**config.mk**
```make
export PLATFORM = sky130hd
export DESIGN_NAME = pipe_stage_reg
export DESIGN_NICKNAME = d
export VERILOG_FILES = /design/src/rtl/pipe_stage_reg_pkg.sv /design/src/rtl/pipe_stage_reg_sat_counter.sv /design/src/rtl/pipe_stage_reg.sv
export SDC_FILE = /design/constraint.sdc
export NUM_CORES = 1
export LEC_CHECK = 0
export ABC_CLOCK_PERIOD_IN_PS = 3000
export BUFFER_PORTS_ARGS = -buffer_cell sky130_fd_sc_hd__buf_2
export CAP_MARGIN = 25
export CORE_MARGIN = 2
export CORE_UTILIZATION = 54
export CTS_CLUSTER_SIZE = 30
export DETAILED_ROUTE_END_ITERATION = 12
export PLACE_DENSITY = 0.79
export SLEW_MARGIN = 20
export SYNTH_ARGS = -nofsm -noshare
export SYNTH_HDL_FRONTEND = slang
export SYNTH_HIERARCHICAL = 1
export SYNTH_SLANG_ARGS = --single-unit
```
**constraint.sdc**
```tcl
create_clock -name clk -period 3 [get_ports clk]
set_input_delay 0.6 -clock clk [delete_from_list [all_inputs] [get_ports clk]]
set_output_delay 0.6 -clock clk [all_outputs]
set_load 0.1 [all_outputs]
```
**src/rtl/pipe_stage_reg_pkg.sv**
```systemverilog
// rtl/pipe_stage_reg_pkg.sv - shared pipeline stage-register types and default widths
package pipe_stage_reg_pkg;

    localparam int PIPE_DATA_W = 16;
    localparam int PIPE_ADDR_W = 16;
    localparam int PIPE_CNT_W  = 16;

    typedef enum logic [1:0] {
        ST_EMPTY = 2'd0,
        ST_ONE   = 2'd1,
        ST_TWO   = 2'd2
    } stage_state_e;

    // A stage can take a new entry unless both main and skid registers are occupied.
    function automatic logic stage_has_room(stage_state_e s);
        return (s != ST_TWO);
    endfunction

endpackage

```
**src/rtl/pipe_stage_reg_sat_counter.sv**
```systemverilog
// rtl/pipe_stage_reg_sat_counter.sv - saturating event counter
module sat_counter #(
    parameter int CNT_W = 16
) (
    input  logic             clk,
    input  logic             rst,
    input  logic             inc,
    output logic [CNT_W-1:0] count
);

    logic [CNT_W-1:0] count_q;
    logic [CNT_W-1:0] count_d;

    always_comb begin
        count_d = count_q;
        if (inc && (count_q != {CNT_W{1'b1}})) begin
            count_d = count_q + {{(CNT_W-1){1'b0}}, 1'b1};
        end
    end

    always_ff @(posedge clk or posedge rst) begin
        if (rst) begin
            count_q <= '0;
        end else begin
            count_q <= count_d;
        end
    end

    assign count = count_q;

endmodule

```
**src/rtl/pipe_stage_reg.sv**
```systemverilog
// rtl/pipe_stage_reg.sv - two-entry skid pipeline register with flush and stall counter
module pipe_stage_reg
    import pipe_stage_reg_pkg::*;
#(
    parameter int DATA_W = PIPE_DATA_W,
    parameter int ADDR_W = PIPE_ADDR_W,
    parameter int CNT_W  = PIPE_CNT_W
) (
    input  logic              clk,
    input  logic              rst,
    input  logic              in_valid,
    output logic              in_ready,
    input  logic [ADDR_W-1:0] in_addr,
    input  logic [DATA_W-1:0] in_instr,
    input  logic              in_hit,
    input  logic              flush,
    output logic              out_valid,
    input  logic              out_ready,
    output logic [ADDR_W-1:0] out_addr,
    output logic [DATA_W-1:0] out_instr,
    output logic              out_hit,
    output logic [CNT_W-1:0]  stall_cnt
);

    stage_state_e      state_q, state_d;
    logic              in_ready_q, in_ready_d;
    logic [ADDR_W-1:0] main_addr_q, main_addr_d;
    logic [DATA_W-1:0] main_instr_q, main_instr_d;
    logic              main_hit_q, main_hit_d;
    logic [ADDR_W-1:0] skid_addr_q, skid_addr_d;
    logic [DATA_W-1:0] skid_instr_q, skid_instr_d;
    logic              skid_hit_q, skid_hit_d;
    logic              in_fire;
    logic              out_fire;
    logic              stall_inc;

    assign out_valid = (state_q != ST_EMPTY);
    assign in_fire   = in_valid & in_ready_q;
    assign out_fire  = out_valid & out_ready;
    assign stall_inc = out_valid & ~out_ready & ~flush;

    always_comb begin
        state_d      = state_q;
        main_addr_d  = main_addr_q;
        main_instr_d = main_instr_q;
        main_hit_d   = main_hit_q;
        skid_addr_d  = skid_addr_q;
        skid_instr_d = skid_instr_q;
        skid_hit_d   = skid_hit_q;

        // Flush only drops occupancy; payload registers keep their last contents.
        if (flush) begin
            state_d = ST_EMPTY;
        end else begin
            case (state_q)
                ST_EMPTY: begin
                    if (in_fire) begin
                        state_d      = ST_ONE;
                        main_addr_d  = in_addr;
                        main_instr_d = in_instr;
                        main_hit_d   = in_hit;
                    end
                end
                ST_ONE: begin
                    if (in_fire && out_fire) begin
                        main_addr_d  = in_addr;
                        main_instr_d = in_instr;
                        main_hit_d   = in_hit;
                    end else if (in_fire) begin
                        state_d      = ST_TWO;
                        skid_addr_d  = in_addr;
                        skid_instr_d = in_instr;
                        skid_hit_d   = in_hit;
                    end else if (out_fire) begin
                        state_d = ST_EMPTY;
                    end
                end
                ST_TWO: begin
                    if (out_fire) begin
                        state_d      = ST_ONE;
                        main_addr_d  = skid_addr_q;
                        main_instr_d = skid_instr_q;
                        main_hit_d   = skid_hit_q;
                    end
                end
                default: state_d = ST_EMPTY;
            endcase
        end

        in_ready_d = stage_has_room(state_d);
    end

    always_ff @(posedge clk or posedge rst) begin
        if (rst) begin
            state_q      <= ST_EMPTY;
            in_ready_q   <= 1'b1;
            main_addr_q  <= '0;
            main_instr_q <= '0;
            main_hit_q   <= 1'b0;
            skid_addr_q  <= '0;
            skid_instr_q <= '0;
            skid_hit_q   <= 1'b0;
        end else begin
            state_q      <= state_d;
            in_ready_q   <= in_ready_d;
            main_addr_q  <= main_addr_d;
            main_instr_q <= main_instr_d;
            main_hit_q   <= main_hit_d;
            skid_addr_q  <= skid_addr_d;
            skid_instr_q <= skid_instr_d;
            skid_hit_q   <= skid_hit_d;
        end
    end

    assign in_ready  = in_ready_q;
    assign out_addr  = main_addr_q;
    assign out_instr = main_instr_q;
    assign out_hit   = main_hit_q;

    sat_counter #(
        .CNT_W(CNT_W)
    ) u_stall_cnt (
        .clk  (clk),
        .rst  (rst),
        .inc  (stall_inc),
        .count(stall_cnt)
    );

endmodule
```
# After elaboration in Yosys (flattened, before gate mapping)
# Index checks and enable logic that the tools add are counted.
[word_totals] word_cells=50 ff_bits=85 out_inout_bits=51 in_bits=38
[op_classes] bitwise=7 muxes=19 add_sub_neg=1 reduce_logical=7 n_eq_ne=7
[ops] operator="$mux 16" n=6
[ops] operator="$pmux 16 s3" n=2
[ops] operator="$add 16x1->16 const B" n=1
[ops] operator="$ne 16x16->1 const B" n=1
[ops] operator="$mux 2" n=6
[ops] operator="$ne 2x2->1 const B" n=4
[ops] operator="$pmux 2 s3" n=1
[ops] operator="$reduce_and 5->1" n=1
[ops] operator="$and 1x1->1" n=4
[ops] operator="$reduce_and 4->1" n=1
[ops] operator="$mux 1" n=3
[ops] operator="$not 1->1" n=3
[ops] operator="$pmux 1 s3" n=1
[ops] operator="$reduce_bool 3->1" n=1
[ops] operator="$eq 2x1->1 const B" n=1
[ops] operator="$eq 2x2->1 const B" n=1
[ops] operator="$logic_and 1x1->1" n=2
[ops] operator="$logic_not 2->1" n=1
[ops] operator="$reduce_bool 2->1" n=1

# Logic depth before layout (Yosys ltp)
[depth] ltp_word=8 mapped_depth=6 mapped_depth_nobuf=6

# Hierarchy
# Netlist, hierarchy kept.
[by_module_without_submodules] mod="pipe_stage_reg" area_each_um2=3331.9 seq_area_each_um2=1727.9 instances=1 cells_each=233
[by_module_without_submodules] mod="sat_counter" area_each_um2=805.8 seq_area_each_um2=400.4 instances=1 cells_each=71

# Worst setup path after synthesis
# OpenSTA, ideal clock, no wires.
[synth_path] path_kind="register -> register" start="reg state_q[1]" end="reg u_stall_cnt.count_q[14] (netlist: u_stall_cnt/count[14])" arrival_time_ps=2281 synth_period_minus_slack_ps=2406 setup_ps=126 n_path_buf=0 slack_ps=594 t_required_ps=2874 stages_incl_launch_ff=7 cell_sequence="dfrtp_1 > or2_1 > and2_1 > and4_1 > nand3_1 > nor2_1 > mux2_2"
[synth_via] elab_chain_len=4
[synth_lines] item="start, declared" line_no="pipe_stage_reg.sv:25" rtl="stage_state_e state_q, state_d;"
[synth_lines] item="start signal, assigned" line_no="pipe_stage_reg.sv:104" rtl="state_q <= state_d;"
[synth_lines] item="$reduce_bool 2->1" line_no="pipe_stage_reg.sv:37" rtl="assign out_valid = (state_q != ST_EMPTY);"
[synth_lines] item="named net out_valid" line_no="pipe_stage_reg.sv:17" rtl="output logic out_valid,"
[synth_lines] item="$and 1x1->1 (2 in series)" line_no="pipe_stage_reg.sv:40" rtl="assign stall_inc = out_valid & ~out_ready & ~flush;"
[synth_lines] item="named net stall_inc" line_no="pipe_stage_reg.sv:35" rtl="logic stall_inc;"
[synth_lines] item="$logic_and 1x1->1" line_no="pipe_stage_reg_sat_counter.sv:16" rtl="if (inc && (count_q != {CNT_W{1'b1}})) begin"
[synth_lines] item="end signal, assigned" line_no="pipe_stage_reg_sat_counter.sv:25" rtl="count_q <= count_d;"
[synth_lines] item="end, declared" line_no="pipe_stage_reg_sat_counter.sv:11" rtl="logic [CNT_W-1:0] count_q;"
# The timed path passes the listed nets, and every way through them passes these cells.
# A chain may end at the register's enable or synchronous reset.

# Worst setup path after layout
[layout_path] start="reg state_q[1]" end="out out_valid"
[layout_via] elab_chain_len=1
[layout_lines] item="$reduce_bool 2->1" line_no="pipe_stage_reg.sv:37"
[layout_lines] item="end, declared" line_no="pipe_stage_reg.sv:17"
# No other way between the ends.

==> metrics.csv <==
stage,metric,value,unit
floorplanning,Site Rows,31,
synth,top cell type's share of synthesized area,50.80,%
worst_setup_path,delay of the slowest cell on the worst path,0.48,ns
layout,# fillers,561,
synth,Syn Inst Count,304,
synth,net count after synthesis,343,
routing,WL/cell,15.40,µm
power_and_ir_drop,power density over cell area,817.2,nW/µm²
synth,"EDFF count, synth",0,
synth,Yosys top cell by area,dfrtp_1,
timing,actual slew at the worst max-slew pin,0.6139,ns
layout,Antenna Cells,0,
floorplanning,area of the die,8379,µm²
routing,DRT Pass-1 Iters,4,
timing,Fin. Hold Viols,0,
synth,most common flop cell mapped by yosys,dfrtp_1,
timing,Max Clock Freq,493.7,MHz
timing,Final Setup Violations,0,
timing,Worst slew margin,59.03,%
synth,#FFs+latches synth,85,
floorplanning,io pins,89,
clock_tree,post-CTS setup buffer count,0,
layout,Layout Nets,434,
routing,drt initial violations,133,
worst_setup_path,WP data required,2.40,ns
routing,vias post-DR,2590,
worst_setup_path,critical path cell sequence,or2_1 > buf_2,
worst_setup_path,"CP delay by family, top",flip-flops,
global_route,global route overflow,0,
clock_tree,"CTS clk-pin slew, worst paths",0.09,ns
worst_setup_path,Critical Path End Type,output pin,
synth,synth unique cells,37,
synth,synthesis warning total,6,
global_route,first-pass GRT wire length,13280,µm
routing,Routed WL,7686,µm
routing,routed vias/inst,5.190,
clock_tree,root buffer cell,clkbuf_8,
timing,RSZ-0062 raised after global routing,false,
placed_design,Placer Congestion,0.7780,
layout,post-route design area,4798,µm²
hold_path,Min-Delay Path Class,primary input to async pin,
global_route,initial antenna violation count,0,
power_and_ir_drop,Peak supply drop,0.4480,mV
clock_tree,# hold bufs at CTS,0,
global_route,largest net degree at the start of global routing,52,
power_and_ir_drop,Tot Pwr,3.921,mW
synth,Post-Syn Area,4138,µm²
timing,final slew viol count,0,
global_route,Total GRT Usage,19.98,%
routing,DRC,0,
timing,clk_skew,0.01785,ns
worst_setup_path,CP Buf/Inv Count,1,
routing,Final ANT Viol Nets,0,
placed_design,number of port buffers,88,
power_and_ir_drop,leakage,2.591,nW
clock_tree,Clock Path Buffers,2,
timing,minimum clock period after layout,2.026,ns
floorplanning,Core Box Area,7331,µm²
floorplanning,starting density of the core,56.44,%
timing,post-route setup TNS,0,ns
synth,Commonest cells post-synth,"dfrtp_1 (84), mux2i_1 (35), nand2_2 (34)",
run,MaxCap Viol Count,0,
synth,Area contributors post-synth,"dfrtp_1 (51%), mux2i_1 (8.5%), mux2_4 (7.3%)",
synth,sequential-to-total area share from yosys stat,51.44,%
clock_tree,clk_lat worst skew,0.35,ns
outcome,status,completed,
layout,Multi-input gate area,1822,µm²
clock_tree,CTS Buf Count,9,
layout,P&R area growth vs syn,15.97,%
worst_setup_path,Worst setup SP type,flip-flop,
clock_tree,CTS tree,yes,
clock_tree,H-tree depth,3,
placed_design,Placement Cell Area,4583,µm²
worst_setup_path,"Max FO, Critical Path",7,
placed_design,DP HPWL,5385,µm
synth,ys async rst share,100.0,%
synth,Mean Syn Cell Area,13.61,µm²
clock_tree,Sink Count,85,
timing,Tcrit/Tclk final,67.52,%
floorplanning,Die Wd,91.54,µm
clock_tree,post-CTS sizing,0,
layout,fraction of layout cells with a size suffix above 1,52.50,%
floorplanning,chip height,91.54,µm
worst_setup_path,Setup CP Type,flip-flop to output pin,
global_route,vias in the first global route,2767,
layout,Reg area,2128,µm²
worst_setup_path,CP Data Arrival Time,1.43,ns
worst_setup_path,"Slowest-stage cell, CP",dfrtp_1,
synth,most instantiated library cell after synthesis,dfrtp_1,
-- final cells by class --
cell class	count	area share (%)
multi-input combinational	202	37.97
clock inverter	6	1.825
sequential	85	44.35
tap	99	2.581
clock buffer	10	2.660
timing repair buffer	94	10.38
inverter	3	0.2347
-- registers in the layout, summed over array words and instances (netlist names) --
register           cells
out_instr             16
skid_instr_q          16
skid_addr_q           16
skid_hit_q             1
u_stall_cnt/count     16
out_addr              16
in_ready               1
state_q                2
out_hit                1
-- through the flow --
step | utilization, % | cells | worst slack (ns) | hold WS (ns)
2_1_floorplan | - | 304 | 0.5937 | 0.4635
3_3_place_gp | 62.52 | 483 | 0.7995 | 0.4587
3_5_place_dp | 62.52 | 483 | 0.7684 | 0.4652
4_1_cts | 65.45 | 499 | 0.9395 | 0.2685
5_1_grt | 65.45 | 499 | 0.8996 | 0.2970
6_report | 65.45 | 499 | 0.9744 | 0.2688
-- cell usage in the layout (no fill, tap or decap), types with 3 or more instances in the layout --
cell type  netlist  layout
clkbuf_8         0       9
nor2_1           6       6
buf_2            0      88
and4_1           3       3
nand3_1          8       8
mux2_4          20      20
and3_1           4       4
nand2_2         34      34
buf_4            4       5
dfrtp_1         84      84
mux2_1          13      13
mux2i_1         35      35
xnor2_1         11      11
nand4_1          5       5
nand2_1          6       6
o21ai_2         33      33
-- worst paths after layout --
check                             startpoint               to  slack (ns)  cells past startpoint
worst max-delay path              state_q[1]        out_valid        0.97                      2
max in group asynchronous                rst         in_ready        2.08                      3
worst max register to register      in_ready  skid_instr_q[0]        1.10                      4
worst min register to register  out_instr[2]     out_instr[2]        0.48                      2
worst min-delay path                     rst  skid_instr_q[3]        0.27                      2
min in group clk                       flush       state_q[0]        0.47                      2
-- report_power, final --
part	switching [mW]	internal (mW)	total, mW
Clock	0.405	0.470	0.874
Combinational	1.12	0.355	1.48
Sequential	0.174	1.39	1.57
-- routing by layer --
layer	vias up	wire length, µm	GRT usage, %
met5	-	0	0
met4	0	91	7.955
met3	7	420	4.813
met2	59	3769	32.35
met1	1265	3404	25.85
li1	1259	-	-
-- worst reg2reg max path: cells and delay by family (launching register included) --
family | cells | cell delay [ns]
flip-flops | 1 | 0.54
AND/OR/NAND/NOR | 2 | 0.52
buffers and inverters | 1 | 0.37
multiplexers | 1 | 0.37
-- cells by family after synthesis --
logic type	synth area share [%]
DFF	51.44
xor gates and xnor gates	2.328
AOI/OAI and AO/OA	8.527
adders and majority gates	0.3023
muxes	19.81
buffers and inverters	4.596
and+or+nand+nor	13.00
(Power assumes the default switching activity.)
